===== config.mk =====
export PLATFORM = sky130hd
export DESIGN_NAME = issue_select
export DESIGN_NICKNAME = d
export VERILOG_FILES = /design/src/rtl/sched_pkg.sv /design/src/rtl/issue_select_age_matrix_select.sv /design/src/rtl/issue_select.sv
export SDC_FILE = /design/constraint.sdc
export NUM_CORES = 1
export LEC_CHECK = 0
export BUFFER_PORTS_ARGS = -buffer_cell sky130_fd_sc_hd__buf_2
export CORE_MARGIN = 3
export CORE_UTILIZATION = 52
export DETAILED_ROUTE_END_ITERATION = 6
export PLACE_DENSITY = 0.79
export SYNTH_ARGS = -nofsm -noshare
export SYNTH_HDL_FRONTEND = slang
export SYNTH_HIERARCHICAL = 1
export SYNTH_SLANG_ARGS = --single-unit

===== constraint.sdc =====
create_clock -name clk -period 2.9 [get_ports clk]
set_input_delay 0.58 -clock clk [delete_from_list [all_inputs] [get_ports clk]]
set_output_delay 0.58 -clock clk [all_outputs]
set_load 0.005 [all_outputs]

===== src/rtl/sched_pkg.sv =====
// ---------------------------------------------------------------------------
// sched_pkg -- shared scheduler definitions for the issue_select slice.
//   RS_ENTRIES / LAT_W : reservation-station size and latency field width
//   rs_idx_t / lat_t   : entry index and latency types
//   issue_state_e      : issue controller states
//   norm_lat           : maps latency 0 onto 1
//   pick_lowest        : fixed-priority encoder, lowest set bit wins
// ---------------------------------------------------------------------------
package sched_pkg;

    localparam int RS_ENTRIES = 8;
    localparam int LAT_W      = 3;
    localparam int IDX_W      = $clog2(RS_ENTRIES);

    typedef logic [IDX_W-1:0] rs_idx_t;
    typedef logic [LAT_W-1:0] lat_t;

    typedef enum logic [1:0] {
        IDLE  = 2'd0,
        ISSUE = 2'd1,
        BUSY  = 2'd2
    } issue_state_e;

    localparam lat_t LAT_ONE = {{(LAT_W-1){1'b0}}, 1'b1};

    // A dispatched latency of zero is meaningless; it is executed as one cycle.
    function automatic lat_t norm_lat(input lat_t lat);
        return (lat == '0) ? LAT_ONE : lat;
    endfunction

    // Scan from the top so the lowest set bit is the last one written.
    function automatic rs_idx_t pick_lowest(input logic [RS_ENTRIES-1:0] vec);
        rs_idx_t idx;
        idx = '0;
        for (int i = RS_ENTRIES - 1; i >= 0; i--) begin
            if (vec[i]) begin
                idx = rs_idx_t'(i);
            end
        end
        return idx;
    endfunction

endpackage


===== src/rtl/issue_select_age_matrix_select.sv =====
// ---------------------------------------------------------------------------
// age_matrix_select -- oldest-first pick over the reservation-station entries.
// Only instantiated when ISSUE_SELECT_AGE_EN is defined.
//   clk, rst        : clock, asynchronous active-high reset
//   i_alloc_valid   : dispatch writes entry i_alloc_entry this cycle
//   i_alloc_entry   : entry being written (becomes the youngest)
//   i_valid         : entries currently holding an op
//   i_cand          : requesting and valid entries
//   o_grant         : oldest candidate (0 when none)
// ---------------------------------------------------------------------------
module age_matrix_select
    import sched_pkg::*;
(
    input  logic                  clk,
    input  logic                  rst,
    input  logic                  i_alloc_valid,
    input  rs_idx_t               i_alloc_entry,
    input  logic [RS_ENTRIES-1:0] i_valid,
    input  logic [RS_ENTRIES-1:0] i_cand,
    output rs_idx_t               o_grant
);

    // r_older[i][j] == 1 means entry i is older than entry j.
    logic [RS_ENTRIES-1:0] r_older [RS_ENTRIES];
    logic [RS_ENTRIES-1:0] w_win;

    // Age matrix update: a new entry is younger than every valid entry.
    always_ff @(posedge clk or posedge rst) begin
        if (rst) begin
            for (int i = 0; i < RS_ENTRIES; i++) begin
                r_older[i] <= '0;
            end
        end else if (i_alloc_valid) begin
            for (int i = 0; i < RS_ENTRIES; i++) begin
                if (rs_idx_t'(i) == i_alloc_entry) begin
                    r_older[i] <= '0;
                end else begin
                    r_older[i][i_alloc_entry] <= i_valid[i];
                end
            end
        end
    end

    // A candidate wins when no other candidate is older than it.
    always_comb begin
        w_win = '0;
        for (int i = 0; i < RS_ENTRIES; i++) begin
            w_win[i] = i_cand[i];
            for (int j = 0; j < RS_ENTRIES; j++) begin
                if (i_cand[j] && r_older[j][i]) begin
                    w_win[i] = 1'b0;
                end else begin
                    w_win[i] = w_win[i];
                end
            end
        end
    end

    assign o_grant = pick_lowest(w_win);

endmodule


===== src/rtl/issue_select.sv =====
// ---------------------------------------------------------------------------
// issue_select -- per-FU issue controller between wakeup and one FU pipe.
// Picks one ready entry per cycle, hands it to the FU with valid/ready,
// tracks non-pipelined multi-cycle occupancy and pulses completion.
// Build option: ISSUE_SELECT_AGE_EN selects oldest-first instead of the
// default lowest-index-first selection.
//   clk, rst               : clock, asynchronous active-high reset
//   alloc_valid/entry/lat  : dispatch writes an entry and its FU latency
//   reqs                   : wakeup request vector
//   grant, grant_valid     : combinational grant returned to wakeup
//   issue_valid/entry      : registered op presented to the FU
//   fu_ready               : FU accepts the presented op
//   done_valid/entry       : registered one-cycle completion pulse
// ---------------------------------------------------------------------------
module issue_select
    import sched_pkg::*;
(
    input  logic                  clk,
    input  logic                  rst,
    input  logic                  alloc_valid,
    input  rs_idx_t               alloc_entry,
    input  lat_t                  alloc_lat,
    input  logic [RS_ENTRIES-1:0] reqs,
    output rs_idx_t               grant,
    output logic                  grant_valid,
    output logic                  issue_valid,
    output rs_idx_t               issue_entry,
    input  logic                  fu_ready,
    output logic                  done_valid,
    output rs_idx_t               done_entry
);

    issue_state_e          r_state;
    issue_state_e          w_state_nxt;
    lat_t                  r_cnt;
    lat_t                  w_cnt_nxt;
    logic [RS_ENTRIES-1:0] r_valid;
    lat_t                  r_lat [RS_ENTRIES];
    logic                  r_issue_valid;
    rs_idx_t               r_issue_entry;
    logic                  r_done_valid;
    rs_idx_t               r_done_entry;

    logic [RS_ENTRIES-1:0] w_cand;
    rs_idx_t               w_pick;
    lat_t                  w_cur_lat;
    logic                  w_gen;
    logic                  w_fin;
    logic                  w_grant_valid;

    // Requests from entries not holding an op are ignored.
    assign w_cand    = reqs & r_valid;
    assign w_cur_lat = r_lat[r_issue_entry];

`ifdef ISSUE_SELECT_AGE_EN
    age_matrix_select u_age (
        .clk           (clk),
        .rst           (rst),
        .i_alloc_valid (alloc_valid),
        .i_alloc_entry (alloc_entry),
        .i_valid       (r_valid),
        .i_cand        (w_cand),
        .o_grant       (w_pick)
    );
`else
    assign w_pick = pick_lowest(w_cand);
`endif

    // Entry table: alloc sets, completion clears (never the same entry).
    always_ff @(posedge clk or posedge rst) begin
        if (rst) begin
            r_valid <= '0;
            for (int i = 0; i < RS_ENTRIES; i++) begin
                r_lat[i] <= '0;
            end
        end else begin
            if (w_fin) begin
                r_valid[r_issue_entry] <= 1'b0;
            end
            if (alloc_valid) begin
                r_valid[alloc_entry] <= 1'b1;
                r_lat[alloc_entry]   <= norm_lat(alloc_lat);
            end
        end
    end

    // State register plus the registered FU-side outputs.
    always_ff @(posedge clk or posedge rst) begin
        if (rst) begin
            r_state       <= IDLE;
            r_cnt         <= '0;
            r_issue_valid <= 1'b0;
            r_issue_entry <= '0;
            r_done_valid  <= 1'b0;
            r_done_entry  <= '0;
        end else begin
            r_state       <= w_state_nxt;
            r_cnt         <= w_cnt_nxt;
            r_issue_valid <= (w_state_nxt == ISSUE);
            r_issue_entry <= w_grant_valid ? w_pick : r_issue_entry;
            r_done_valid  <= w_fin;
            r_done_entry  <= w_fin ? r_issue_entry : r_done_entry;
        end
    end

    // Grant enable / completion decode; the FU frees up in the op's last cycle.
    always_comb begin
        w_gen = 1'b0;
        w_fin = 1'b0;
        case (r_state)
            IDLE: begin
                w_gen = 1'b1;
            end
            ISSUE: begin
                if (fu_ready && (w_cur_lat == LAT_ONE)) begin
                    w_gen = 1'b1;
                    w_fin = 1'b1;
                end else begin
                    w_gen = 1'b0;
                end
            end
            BUSY: begin
                if (r_cnt == LAT_ONE) begin
                    w_gen = 1'b1;
                    w_fin = 1'b1;
                end else begin
                    w_gen = 1'b0;
                end
            end
            default: begin
                w_gen = 1'b0;
                w_fin = 1'b0;
            end
        endcase
        w_grant_valid = w_gen && (|w_cand);
    end

    // Next-state and occupancy counter.
    always_comb begin
        w_state_nxt = r_state;
        w_cnt_nxt   = r_cnt;
        case (r_state)
            IDLE: begin
                w_state_nxt = w_grant_valid ? ISSUE : IDLE;
            end
            ISSUE: begin
                if (!fu_ready) begin
                    w_state_nxt = ISSUE;
                end else if (w_cur_lat == LAT_ONE) begin
                    w_state_nxt = w_grant_valid ? ISSUE : IDLE;
                    w_cnt_nxt   = '0;
                end else begin
                    w_state_nxt = BUSY;
                    w_cnt_nxt   = w_cur_lat - LAT_ONE;
                end
            end
            BUSY: begin
                if (r_cnt == LAT_ONE) begin
                    w_state_nxt = w_grant_valid ? ISSUE : IDLE;
                    w_cnt_nxt   = '0;
                end else begin
                    w_cnt_nxt   = r_cnt - LAT_ONE;
                end
            end
            default: begin
                w_state_nxt = IDLE;
                w_cnt_nxt   = '0;
            end
        endcase
    end

    assign grant_valid = w_grant_valid;
    assign grant       = w_grant_valid ? w_pick : '0;
    assign issue_valid = r_issue_valid;
    assign issue_entry = r_issue_entry;
    assign done_valid  = r_done_valid;
    assign done_entry  = r_done_entry;

endmodule


==> results.toml <==
[clocking]
cts_tree = "built"
ctsRootBufferMaster = "clkbuf_8"
path_clk_slew_ns = 0.08
clkLatencyLatePin_ns = 0.31
numCtsBuffers = 5
clock_sinks = 45
cts_max_path_buffers = 2
htreeDepth = 2

[logic_synthesis]
synth_edf_count = 0
synth_top_family_by_area = "multiplexers"
ys_warn_count = 6
avgSynthCellArea_sq_um = 11.2
synthMuxAreaShare = 0.170
synth-simple-area-share = 0.150
yosysTopAreaCellShare = 0.460
syn_inst = 218
ys_top_cells_by_count = "dfrtp_1, mux2_2, nand2_1"
synth.ff_latch_count = 45
synth.most_common_cell = "dfrtp_1"
synthTopCellsByArea = "dfrtp_1, mux2_2, mux4_1"
async_flop_share = 1.00
synth_xor_area_frac = 0
syn_nets = 244
synth_top_area_cell = "dfrtp_1"
synth_cell_types = 47
synth.cell_area_sq_mm = 0.00245
synth_fa_ha_area_frac = 0.0409
synth_compound_area_frac = 0.141
ys.flop_type = "dfrtp_1"
seq_area_frac_synth = 0.460

[timing]
tightest_slew_ns = 0.898
finalWorstSetupSlack_ns = -0.226
setup_viol = 4
rsz0062_at_grt = "true"
relSlewSlack = 0.398
finalHoldViolations = 0
min_period_ns = 3.13
fin_crit_sh = 1.08
fmax_mhz = 320
slew_violations = 0
fin_worst_skew_ns = 0.0122

[setup_path]
critical_path_class = "flip-flop to output port"
r2r-start = "issue_entry[1]"
cp.required_ns = 2.32
cp-start-kind = "flip-flop"
end_kind = "output port"
worstPathArrival_ns = 2.55
critPathLaunch = "issue_entry[0]"
cp_max_fo = 4

[finish]
area_growth_pct = 20.7
layout.nets = 303
fillers = 334
diodes = 0
final_area_sq_mm = 0.00296
drive_above_1_share = 0.381

[route]
avgViaCountPerCell = 5.78
drc = 0
firstDrtPassIters = 4
drt-initial-drc-count = 106
wl_per_cell_um = 16.1
ant_nets = 0
vias = 1908
totalWireLength_mm = 5.31

[run]
cap_violations = 0

[floorplan]
rows = 24
io_pins = 30
initial_utilization = 0.551
die-area_sq_mm = 0.00557
die_x_um = 74.6
core_sq_mm = 0.00444
chipHeight_um = 74.6

[min_path]
hp-class = "primary input to asynchronous set/reset pin"

[global_routing]
grt_pass1_vias = 1847
grt_max_degree = 26
met1_usage = 0.272
overflow = 0
grt_usage = 0.208
grt_pass1_wl_mm = 8.66
grt_util_met2 = 0.346
antenna_found_initial = 0
grt_use_met3 = 0.0534
busiest_layer = "met2"

[place]
place_ws_ns = -0.0258
place_area_sq_mm = 0.00271
place_hpwl_mm = 3.86
portBuffers = 29
place_congestion = 0.840

[outcome]
violations = "setup timing"
status = "complete, but fails checks"

[power]
p_per_area_mw_per_mm2 = 1050
ir_worst_vdd_mv = 0.472
power.leakage_nw = 1.35
power_mw = 3.09
## cell families after synthesis
kind of cell,after synthesis
AOI/OAI and AO/OA,48
DFF,45
buffers and inverters,15
muxes,31
adders and majority gates,8
and+or+nand+nor,71
## worst max-delay path: stages (launching register included)
cell and delay [ns]:
dfrtp_2 0.42, mux4_2 0.52, mux2i_2 0.20, ha_2 0.21, and3_4 0.19, o21ai_4 0.07, a211o_4 0.34, and2b_2 0.20
buf_2 0.10
## power by group
part | switching (mW) | internal [mW] | total (mW)
clock | 0.214 | 0.280 | 0.494
combinational | 0.744 | 0.898 | 1.64
sequential | 0.134 | 0.819 | 0.953
total | 1.09 | 2.00 | 3.09
## routing by layer
layer  up-vias  wire length (um)
met5         -                 0
met4         0                55
met3         7               205
met2        51              2650
met1       931              2400
li1        919                 -
## area by class of cell
type,count,area (sq um),share of cell area
clock buffers,6,82.6,0.0279
flip-flops and latches,45,1130,0.381
multi-input cells,158,1240,0.421
inverters,10,37.5,0.0127
well taps,52,65.1,0.0220
clock inverters,2,37.5,0.0127
repair buffers,57,362,0.122
## sequential cells by signal, summed over array words and instances, names as in the netlist
| signal | cells |
|---|---|
| r_lat | 24 |
| r_cnt | 3 |
| issue_entry | 3 |
| r_state | 2 |
| r_valid | 8 |
| done_entry | 3 |
| issue_valid | 1 |
| done_valid | 1 |
## cells in the final DEF, fill, tap and decap left out, types with 4 or more instances in the layout
| master | count |
|---|---|
| o21ai_0 | 7 |
| nand3_1 | 4 |
| inv_1 | 8 |
| buf_4 | 28 |
| nor2_1 | 17 |
| ha_1 | 7 |
| buf_2 | 28 |
| mux2_2 | 20 |
| nor3_1 | 4 |
| dfrtp_1 | 44 |
| a22oi_1 | 6 |
| nor4_1 | 4 |
| a21oi_1 | 12 |
| nor2b_1 | 8 |
| a31oi_1 | 5 |
| clkbuf_8 | 6 |
| nand2_1 | 18 |
## path summary, 6_finish.rpt
| kind | slack, ns | to | depth (start not counted) |
|---|---|---|---|
| hold / removal | 0.35 | r_lat[2] | 2 |
| max in group asynchronous | 1.92 | r_lat[13] | 3 |
| setup / recovery | -0.23 | grant[0] | 8 |
| setup reg to reg | 0.06 | r_cnt[2] | 17 |
| min in group clk | 0.49 | r_lat[3] | 2 |
| hold reg to reg | 0.49 | r_lat[3] | 2 |
## stage by stage
| stage | TNS, ns | cells | hold slack, ns | utilization |
|---|---|---|---|---|
| floorplan | 0 | 218 | 0.442 | - |
| global placement | 0 | 309 | 0.457 | 0.611 |
| detailed placement | -0.0302 | 309 | 0.469 | 0.611 |
| CTS | -0.793 | 329 | 0.365 | 0.660 |
| global route | -1.25 | 330 | 0.403 | 0.665 |
| finish | -0.703 | 330 | 0.347 | 0.665 |
## repair_timing
action / in CTS / in global routing
endpoints found under the hold margin: 0 / 0
gates resized for setup: 7 / 3
pin swaps: 3 / 0
gates cloned: 0 / 0
setup endpoints to repair: 4 / 4
buffers inserted: 12 / 1
hold buffers: 0 / 0
Note: power is estimated with default switching activity, not from simulation.
